===== config.mk =====
export PLATFORM = sky130hd
export DESIGN_NAME = vedic_mul4_pipe
export DESIGN_NICKNAME = d
export VERILOG_FILES = /design/src/rtl/vedic_pkg.sv /design/src/rtl/vedic_mul2.sv /design/src/rtl/vedic_mul4_pipe.sv
export SDC_FILE = /design/constraint.sdc
export NUM_CORES = 1
export LEC_CHECK = 0
export CORE_MARGIN = 4
export CORE_UTILIZATION = 45
export CTS_BUF_LIST = sky130_fd_sc_hd__clkbuf_8
export DETAILED_ROUTE_END_ITERATION = 16
export GPL_TIMING_DRIVEN = 0
export HOLD_SLACK_MARGIN = 0.15
export PLACE_DENSITY = 0.72
export SLEW_MARGIN = 20
export SYNTH_ARGS = -nofsm -noshare
export SYNTH_HDL_FRONTEND = slang
export SYNTH_SLANG_ARGS = --single-unit

===== constraint.sdc =====
create_clock -name clk -period 2.1 [get_ports clk]
set_input_delay 0.525 -clock clk [delete_from_list [all_inputs] [get_ports clk]]
set_output_delay 0.525 -clock clk [all_outputs]
set_load 0.02 [all_outputs]

===== src/rtl/vedic_pkg.sv =====
// rtl/vedic_pkg.sv - shared widths and partial-product type for the Vedic multiplier
package vedic_pkg;

    localparam int OPW   = 4;
    localparam int PW    = 8;
    localparam int HALFW = 2;

    // One 2x2 Urdhva-Tiryagbhyam partial product (max 3*3 = 9)
    typedef logic [OPW-1:0] pp_t;

endpackage


===== src/rtl/vedic_mul2.sv =====
// rtl/vedic_mul2.sv - combinational 2x2 Vedic multiplier (AND terms plus two half adders)
module vedic_mul2
    import vedic_pkg::*;
(
    input  logic [HALFW-1:0] a,
    input  logic [HALFW-1:0] b,
    output pp_t              q
);

    logic t_lo;
    logic t_cross0;
    logic t_cross1;
    logic t_hi;
    logic c_mid;

    assign t_lo     = a[0] & b[0];
    assign t_cross0 = a[1] & b[0];
    assign t_cross1 = a[0] & b[1];
    assign t_hi     = a[1] & b[1];

    // First half adder sums the two crosswise terms
    assign c_mid = t_cross0 & t_cross1;

    // Second half adder folds the crosswise carry into the vertical high term
    assign q = {t_hi & c_mid, t_hi ^ c_mid, t_cross0 ^ t_cross1, t_lo};

endmodule


===== src/rtl/vedic_mul4_pipe.sv =====
// rtl/vedic_mul4_pipe.sv - two-stage valid/ready pipelined 4x4 Vedic multiplier
module vedic_mul4_pipe
    import vedic_pkg::*;
(
    input  logic          clk,
    input  logic          rst_n,
    input  logic          in_valid,
    output logic          in_ready,
    input  logic [OPW-1:0] a,
    input  logic [OPW-1:0] b,
    output logic          out_valid,
    input  logic          out_ready,
    output logic [PW-1:0] p
);

    pp_t q0_c, q1_c, q2_c, q3_c;
    pp_t s1_q0, s1_q1, s1_q2, s1_q3;
    logic s1_v;
    logic s1_en;
    logic s2_en;

    logic [PW-1:0] q0_w, q1_w, q2_w, q3_w;
    logic [PW-1:0] mid_w;
    logic [PW-1:0] p_next;

    vedic_mul2 u_q0 (.a(a[1:0]), .b(b[1:0]), .q(q0_c));
    vedic_mul2 u_q1 (.a(a[3:2]), .b(b[1:0]), .q(q1_c));
    vedic_mul2 u_q2 (.a(a[1:0]), .b(b[3:2]), .q(q2_c));
    vedic_mul2 u_q3 (.a(a[3:2]), .b(b[3:2]), .q(q3_c));

    // A stage may load when it is empty or its contents leave this cycle
    assign s2_en    = !out_valid || out_ready;
    assign s1_en    = !s1_v || s2_en;
    assign in_ready = s1_en;

    // Recombine partial products at full product width so no carry is lost
    assign q0_w   = {{(PW-OPW){1'b0}}, s1_q0};
    assign q1_w   = {{(PW-OPW){1'b0}}, s1_q1};
    assign q2_w   = {{(PW-OPW){1'b0}}, s1_q2};
    assign q3_w   = {{(PW-OPW){1'b0}}, s1_q3};
    assign mid_w  = q1_w + q2_w;
    assign p_next = q0_w + (mid_w << 2) + (q3_w << 4);

    // S1 valid bit: cleared by reset, otherwise tracks upstream when S1 may load
    always_ff @(posedge clk or negedge rst_n) begin
        if (!rst_n) begin
            s1_v <= 1'b0;
        end else if (s1_en) begin
            s1_v <= in_valid;
        end
    end

    // S1 partial products: payload only, meaningful solely while s1_v is set
    always_ff @(posedge clk) begin
        if (s1_en) begin
            s1_q0 <= q0_c;
            s1_q1 <= q1_c;
            s1_q2 <= q2_c;
            s1_q3 <= q3_c;
        end
    end

    // S2 final product and valid: held while downstream stalls, zeroed by reset
    always_ff @(posedge clk or negedge rst_n) begin
        if (!rst_n) begin
            out_valid <= 1'b0;
            p         <= '0;
        end else if (s2_en) begin
            out_valid <= s1_v;
            p         <= p_next;
        end
    end

endmodule


==> results.tsv, run 1 <==
metric	value	unit
place_congestion	0.746	
wl_met3	98	microns
wl_met2	1.08	mm
core-area	2810	sq um
highest_layer	met4	
vias	816	
cts.path.max_buffers	2	
comb_power_share	35.8	%
die_height	62.7	microns
synth_area	1350	sq um
drv_slew	0	
m1WireLength	859	microns
syn_area_per_cell	13.2	sq um
clock.fmax	0.467	GHz
numCtsBuffers	3	
globalRoute.totalOverflow	0	
rows	19	
nets	164	
p_int	1.10	mW
clock_latency	0.26	ns
ys_seq_area_share	54.3	%
grt_pass1_wl	3.82	mm
period_share	102	%
antenna_found_initial	0	
hp-class	reg2reg	
whs	0.482	ns
routed_wl	2.08	mm
setup_ws	-0.0417	ns
synthesis.nets	133	
area_growth_syn_to_layout	29.4	%
fin_crit	2.14	ns
cts_root_buf	clkbuf_8	
cpMostUsedCell	o21a_1	
htree_levels	1	
ys_types	24	
p_leak	0.768	nW
path_max_fanout	2	
io_buffers	21	
postSynthCellCount	102	
crit_type	reg2reg	
p_switching	447	uW
final_area	1740	sq um
ant_nets	0	
max-cap-violations	0	
switching_share	28.9	%
worst_setup_path_start_kind	register	
vias_per_cell	5.01	
worstPathCellList	ha_2 -> fa_2 -> xor2_1 -> ha_1 -> nor2b_1 -> o21a_1 -> o21a_1 -> o31ai_2	
vdd_drop_max	422	uV
drc	0	
layout_commonest_cell	clkdlybuf4s50_1	
status	finished with violations	
crit_required	2.28	ns
drtIter0Drc	15	
relSlewSlack	71.5	%
crit_path_max_incr_delay	0.38	ns
start_util	48.0	%
track_usage	12.4	%
tightest_slew	0.426	ns
cts.clk_slew.worst_paths	0.08	ns
finClkSkew	0.000847	ns
synth_warnings	0	
grt_max_degree	19	
final_layout_size_suffix_gt1_share	17.4	%
seqPwrFrac	43.9	%
hold_violations	0	
grt_setup_unrepaired	true	
place_ws	-0.957	ns
arrival	2.33	ns
setup_tns	-0.0729	ns
antennaDiodeCount	0	
worstSetupEndpointType	register	
die-area	3930	sq um
die_width	62.7	microns
ys_ff_latch	26	
p_total	1.55	mW
setup_viol	2	
final_cell_mix	clkdlybuf4s50_1 (20), and2_1 (16), edfxtp_1 (16)	
fillers	233	
clock-sinks	26	
dpl.hpwl	1.70	mm
clockPowerShare	20.2	%
cts_tree	done	
drtPass1Iterations	4	
violations	setup timing	
io_pins	22	
dpl-instance-area	1600	sq um
cpMaxStageDelayCell	edfxtp_1	
grt_pass1_vias	903	
power.density	889	nW/um^2
wl_per_cell	12.7	microns
[routing by layer]
layer  up-vias  track usage, %
met5         -               0
met4         0            4.96
met3         5            4.32
met2        18            21.0
met1       371            14.2
li1        422               -
[repair_timing]
action	in CTS	in global routing
gates cloned	0	0
gates resized for setup	12	6
endpoints found under the setup margin	3	4
pin swaps	11	6
setup buffers	2	3
hold buffers	0	0
endpoints found under the hold margin	0	0
[cells by family after synthesis]
group                      after synthesis  share of synthesized area (%)
adders and majority gates               19                           18.8
AOI/OAI and AO/OA                       17                           8.36
and+or+nand+nor                         27                           11.3
buffers and inverters                    5                           1.49
xor gates and xnor gates                 5                           3.25
DFF                                     26                           54.3
muxes                                    3                           2.51
[critical path, delay by kind of cell (launching register included)]
kind | cells | cell delay, ns
AOI/OAI and AO/OA | 3 | 0.52
xor gates and xnor gates | 1 | 0.16
adders and majority gates | 3 | 0.87
DFF | 1 | 0.38
and+or+nand+nor | 1 | 0.14
[per-stage QoR]
stage / std cells / utilization, %
floorplan: 102 / -
global placement: 154 / 57.0
detailed placement: 154 / 57.0
CTS: 160 / 60.6
global route: 163 / 62.1
finish: 163 / 62.1
[sequential cells by signal (all words and copies together) (netlist names)]
| signal | count |
|---|---|
| s1_v | 1 |
| s1_q3 | 4 |
| out_valid | 1 |
| s1_q1 | 4 |
| s1_q2 | 4 |
| s1_q0 | 4 |
| p | 8 |
[cell usage after synthesis]
master | number | area share, %
mux2_2 | 3 | 2.5
nor2b_1 | 2 | 0.93
xor2_1 | 3 | 2.0
ha_1 | 17 | 16
fa_1 | 2 | 3.0
xnor2_1 | 2 | 1.3
o21ai_0 | 4 | 1.5
and2_1 | 16 | 7.4
o21ai_1 | 1 | 0.37
buf_2 | 1 | 0.37
a21oi_1 | 3 | 1.1
clkbuf_1 | 1 | 0.28
o21a_1 | 2 | 1.1
inv_1 | 3 | 0.84
a21o_1 | 4 | 2.2
nand2b_1 | 1 | 0.46
nor3_1 | 1 | 0.37
edfxtp_1 | 16 | 36
dfrtp_1 | 10 | 19
o31ai_2 | 1 | 0.93
a211oi_1 | 1 | 0.56
o211ai_1 | 1 | 0.56
or2_2 | 1 | 0.46
nand2_1 | 6 | 1.7
[power groups by stage]
stage,clock (mW),sequential [mW],combinational [mW]
after floorplan,0,0.753,0.221
after global placement,0,0.685,0.468
final,0.313,0.680,0.555
after detailed placement,0,0.691,0.479
after CTS,0.328,0.681,0.507
after global routing,0.343,0.693,0.619
[area by class of cell]
class / count / area, sq um / area share, %
repair buffers: 26 / 250 / 14.4
inverters: 3 / 11.3 / 0.647
well taps: 31 / 38.8 / 2.23
plain buffers: 2 / 12.5 / 0.718
clock buffers: 4 / 55.1 / 3.16
multi-input cells: 71 / 643 / 36.9
flip-flops and latches: 26 / 731 / 42.0
[path summary, 6_finish.rpt]
| kind | end | slack [ns] | depth (start not counted) | from |
|---|---|---|---|---|
| worst max-delay path | p[6]$_DFFE_PN0P_ | -0.04 | 8 | s1_q2[0]$_DFFE_PP_ |
| worst min-delay path | p[1]$_DFFE_PN0P_ | 0.48 | 1 | s1_q0[1]$_DFFE_PP_ |
| worst max register to register | p[6]$_DFFE_PN0P_ | -0.04 | 8 | s1_q2[0]$_DFFE_PP_ |
| worst min register to register | p[1]$_DFFE_PN0P_ | 0.48 | 1 | s1_q0[1]$_DFFE_PP_ |
| max in group asynchronous | p[2]$_DFFE_PN0P_ | 1.25 | 1 | rst_n |
| min in group asynchronous | p[7]$_DFFE_PN0P_ | 0.56 | 1 | rst_n |
Power figures use the tool's default switching activity.
==> inputs of run 2 (changes only) <==
PLACE_DENSITY = 0.69   (was 0.72)
clock period = 2.45 ns   (was 2.1 ns; I/O delays follow)
==> results.tsv, run 2 (synthesis gave the netlist of run 1 again) <==
metric	value	unit	change
cts.path.max_buffers	2		unchanged
place_ws	-0.779	ns	+0.178 ns
dpl.hpwl	1.62	mm	-4.5%
cts.clk_slew.worst_paths	0.09	ns	about the same
grt_pass1_wl	3.68	mm	-3.6%
p_total	1.36	mW	-12%
track_usage	11.6	%	-0.81 points
die_height	62.7	microns	unchanged
max-cap-violations	0		unchanged
rows	19		unchanged
hold_violations	0		unchanged
grt_max_degree	19		unchanged
start_util	48.0	%	unchanged
vias_per_cell	5.05		+0.88%
multi_input_area	624	sq um	-2.9%
drv_slew	0		unchanged
cpMaxStageDelayCell	fa_1		
grt_pass1_vias	865		-4.2%
core-area	2810	sq um	unchanged
dpl-instance-area	1600	sq um	-0.31%
place_congestion	0.748		+0.36%
vias	808		-0.98%
cts_tree	done		
routed_wl	2.05	mm	-1.2%
crit_required	2.63	ns	+0.35 ns
htree_levels	1		unchanged
status	complete, no violations		
worstSetupEndpointType	register		
worst_setup_path_start_kind	register		
relSlewSlack	70.3	%	-1.2 points
cp_num_cells	8		unchanged
io_buffers	21		unchanged
worstHoldPathCells	1		unchanged
setup_viol	0		-2
drc	0		unchanged
tightest_slew	0.445	ns	+0.0186 ns
drtPass1Iterations	4		unchanged
p_leak	0.759	nW	-1.1%
period_share	96.4	%	-5.6 points
path_delay_family	adder cells		
final_area	1710	sq um	-2.0%
final_layout_size_suffix_gt1_share	12.4	%	-5.0 points
numCtsBuffers	3		unchanged
crit_path_max_incr_delay	0.41	ns	+0.03 ns
antenna_found_initial	0		unchanged
critPathBufInv	0		unchanged
clock.fmax	0.423	GHz	-9.3%
final_cell_mix	clkdlybuf4s50_1 (20), and2_1 (16), ha_1 (16), edfxtp_1 (16), dfrtp_1 (10)		
setup_tns	0	ns	+0.0729 ns
fin_crit	2.36	ns	+0.221 ns
worstPathCellList	ha_1 -> fa_1 -> xor2_1 -> ha_1 -> nor2b_1 -> o21a_1 -> o21a_1 -> o31ai_2		
vdd_drop_max	324	uV	-23%
globalRoute.totalOverflow	0		unchanged
largest_reg_flops	8		unchanged
worstHoldStart	s1_q0[1]$_DFFE_PP_		
worstReg2RegStart	s1_q1[0]$_DFFE_PP_		
setup_ws	0.0877	ns	+0.129 ns
top_register	p		
die_width	62.7	microns	unchanged
r2r-end	p[6]$_DFFE_PN0P_		
drtIter0Drc	21		+6
antennaDiodeCount	0		unchanged
arrival	2.54	ns	+0.21 ns
cts_root_buf	clkbuf_8		
hp-class	reg2reg		
area_growth_syn_to_layout	26.8	%	
r2r_slack	0.09	ns	+0.13 ns
clock_latency	0.26	ns	about the same
clock-sinks	26		unchanged
nets	161		-1.8%
wl_per_cell	12.8	microns	+0.70%
io_pins	22		unchanged
fillers	235		+0.86%
register_area	731	sq um	unchanged
path_max_fanout	4		+2
crit_type	reg2reg		
layout_commonest_cell	clkdlybuf4s50_1		
power.density	798	nW/um^2	-10%
finClkSkew	0.00208	ns	+0.00123 ns
ant_nets	0		unchanged
min_to	p[1]$_DFFE_PN0P_		
r2r_cells	8		unchanged
die-area	3930	sq um	unchanged
[run 2: changes by cell type in the layout (fill, tap and decap cells not counted), moves of 2 or more]
cell / before / now
buf_4: 4 / 2
fa_1: 0 / 2
o21ai_1: 3 / 1
fa_2: 2 / 0
buf_6: 2 / 0
o21ai_0: 2 / 4
[run 2: worst max path at each step]
stage | startpoint | endpoint
floorplan | s1_q1[0]$_DFFE_PP_ | p[6]$_DFFE_PN0P_
global placement | out_ready | in_ready
detailed placement | out_ready | in_ready
CTS | out_ready | in_ready
global route | s1_q1[0]$_DFFE_PP_ | p[6]$_DFFE_PN0P_
finish | s1_q1[0]$_DFFE_PP_ | p[6]$_DFFE_PN0P_
[run 2: metal layers]
| metal | GRT usage [%] | routed length (microns) | share of wire (%) |
|---|---|---|---|
| met1 | 12.5 | 877 | 43 |
| met2 | 21.3 | 1070 | 52 |
| met3 | 3.42 | 87 | 4.2 |
| met4 | 4.13 | 22 | 1.1 |
| met5 | 0 | 0 | 0 |
[run 2: layout make-up]
cell class / count / area share [%]
tap: 31 / 2.27
inverter: 3 / 0.660
clock inverter: 1 / 1.76
timing repair buffer: 23 / 12.9
clock buffer: 3 / 2.42
sequential: 26 / 42.8
multi-input combinational: 71 / 36.6
buffer: 2 / 0.587
[run 2: report_power, final]
part / total, mW / internal, mW / switching (mW)
registers: 0.581 / 0.546 / 0.0350
logic: 0.434 / 0.224 / 0.209
clock network: 0.347 / 0.218 / 0.129
total: 1.36 / 0.989 / 0.373
[run 2: what timing repair did]
item | in CTS | in global routing
buffers inserted | 0 | 2
endpoints found under the hold margin | 0 | 0
pin swaps | 0 | 1
setup endpoints to repair | 1 | 3
hold buffers | 0 | 0
gates resized for setup | 6 | 3
cloned | 0 | 0
[run 2: through the flow]
| stage | hold slack (ns) | util (%) | cells |
|---|---|---|---|
| after floorplan | 0.317 | - | 102 |
| after global placement | 0.446 | 56.9 | 154 |
| after detailed placement | 0.460 | 56.9 | 154 |
| after CTS | 0.485 | 60.0 | 158 |
| after global routing | 0.523 | 60.8 | 160 |
| final | 0.480 | 60.8 | 160 |
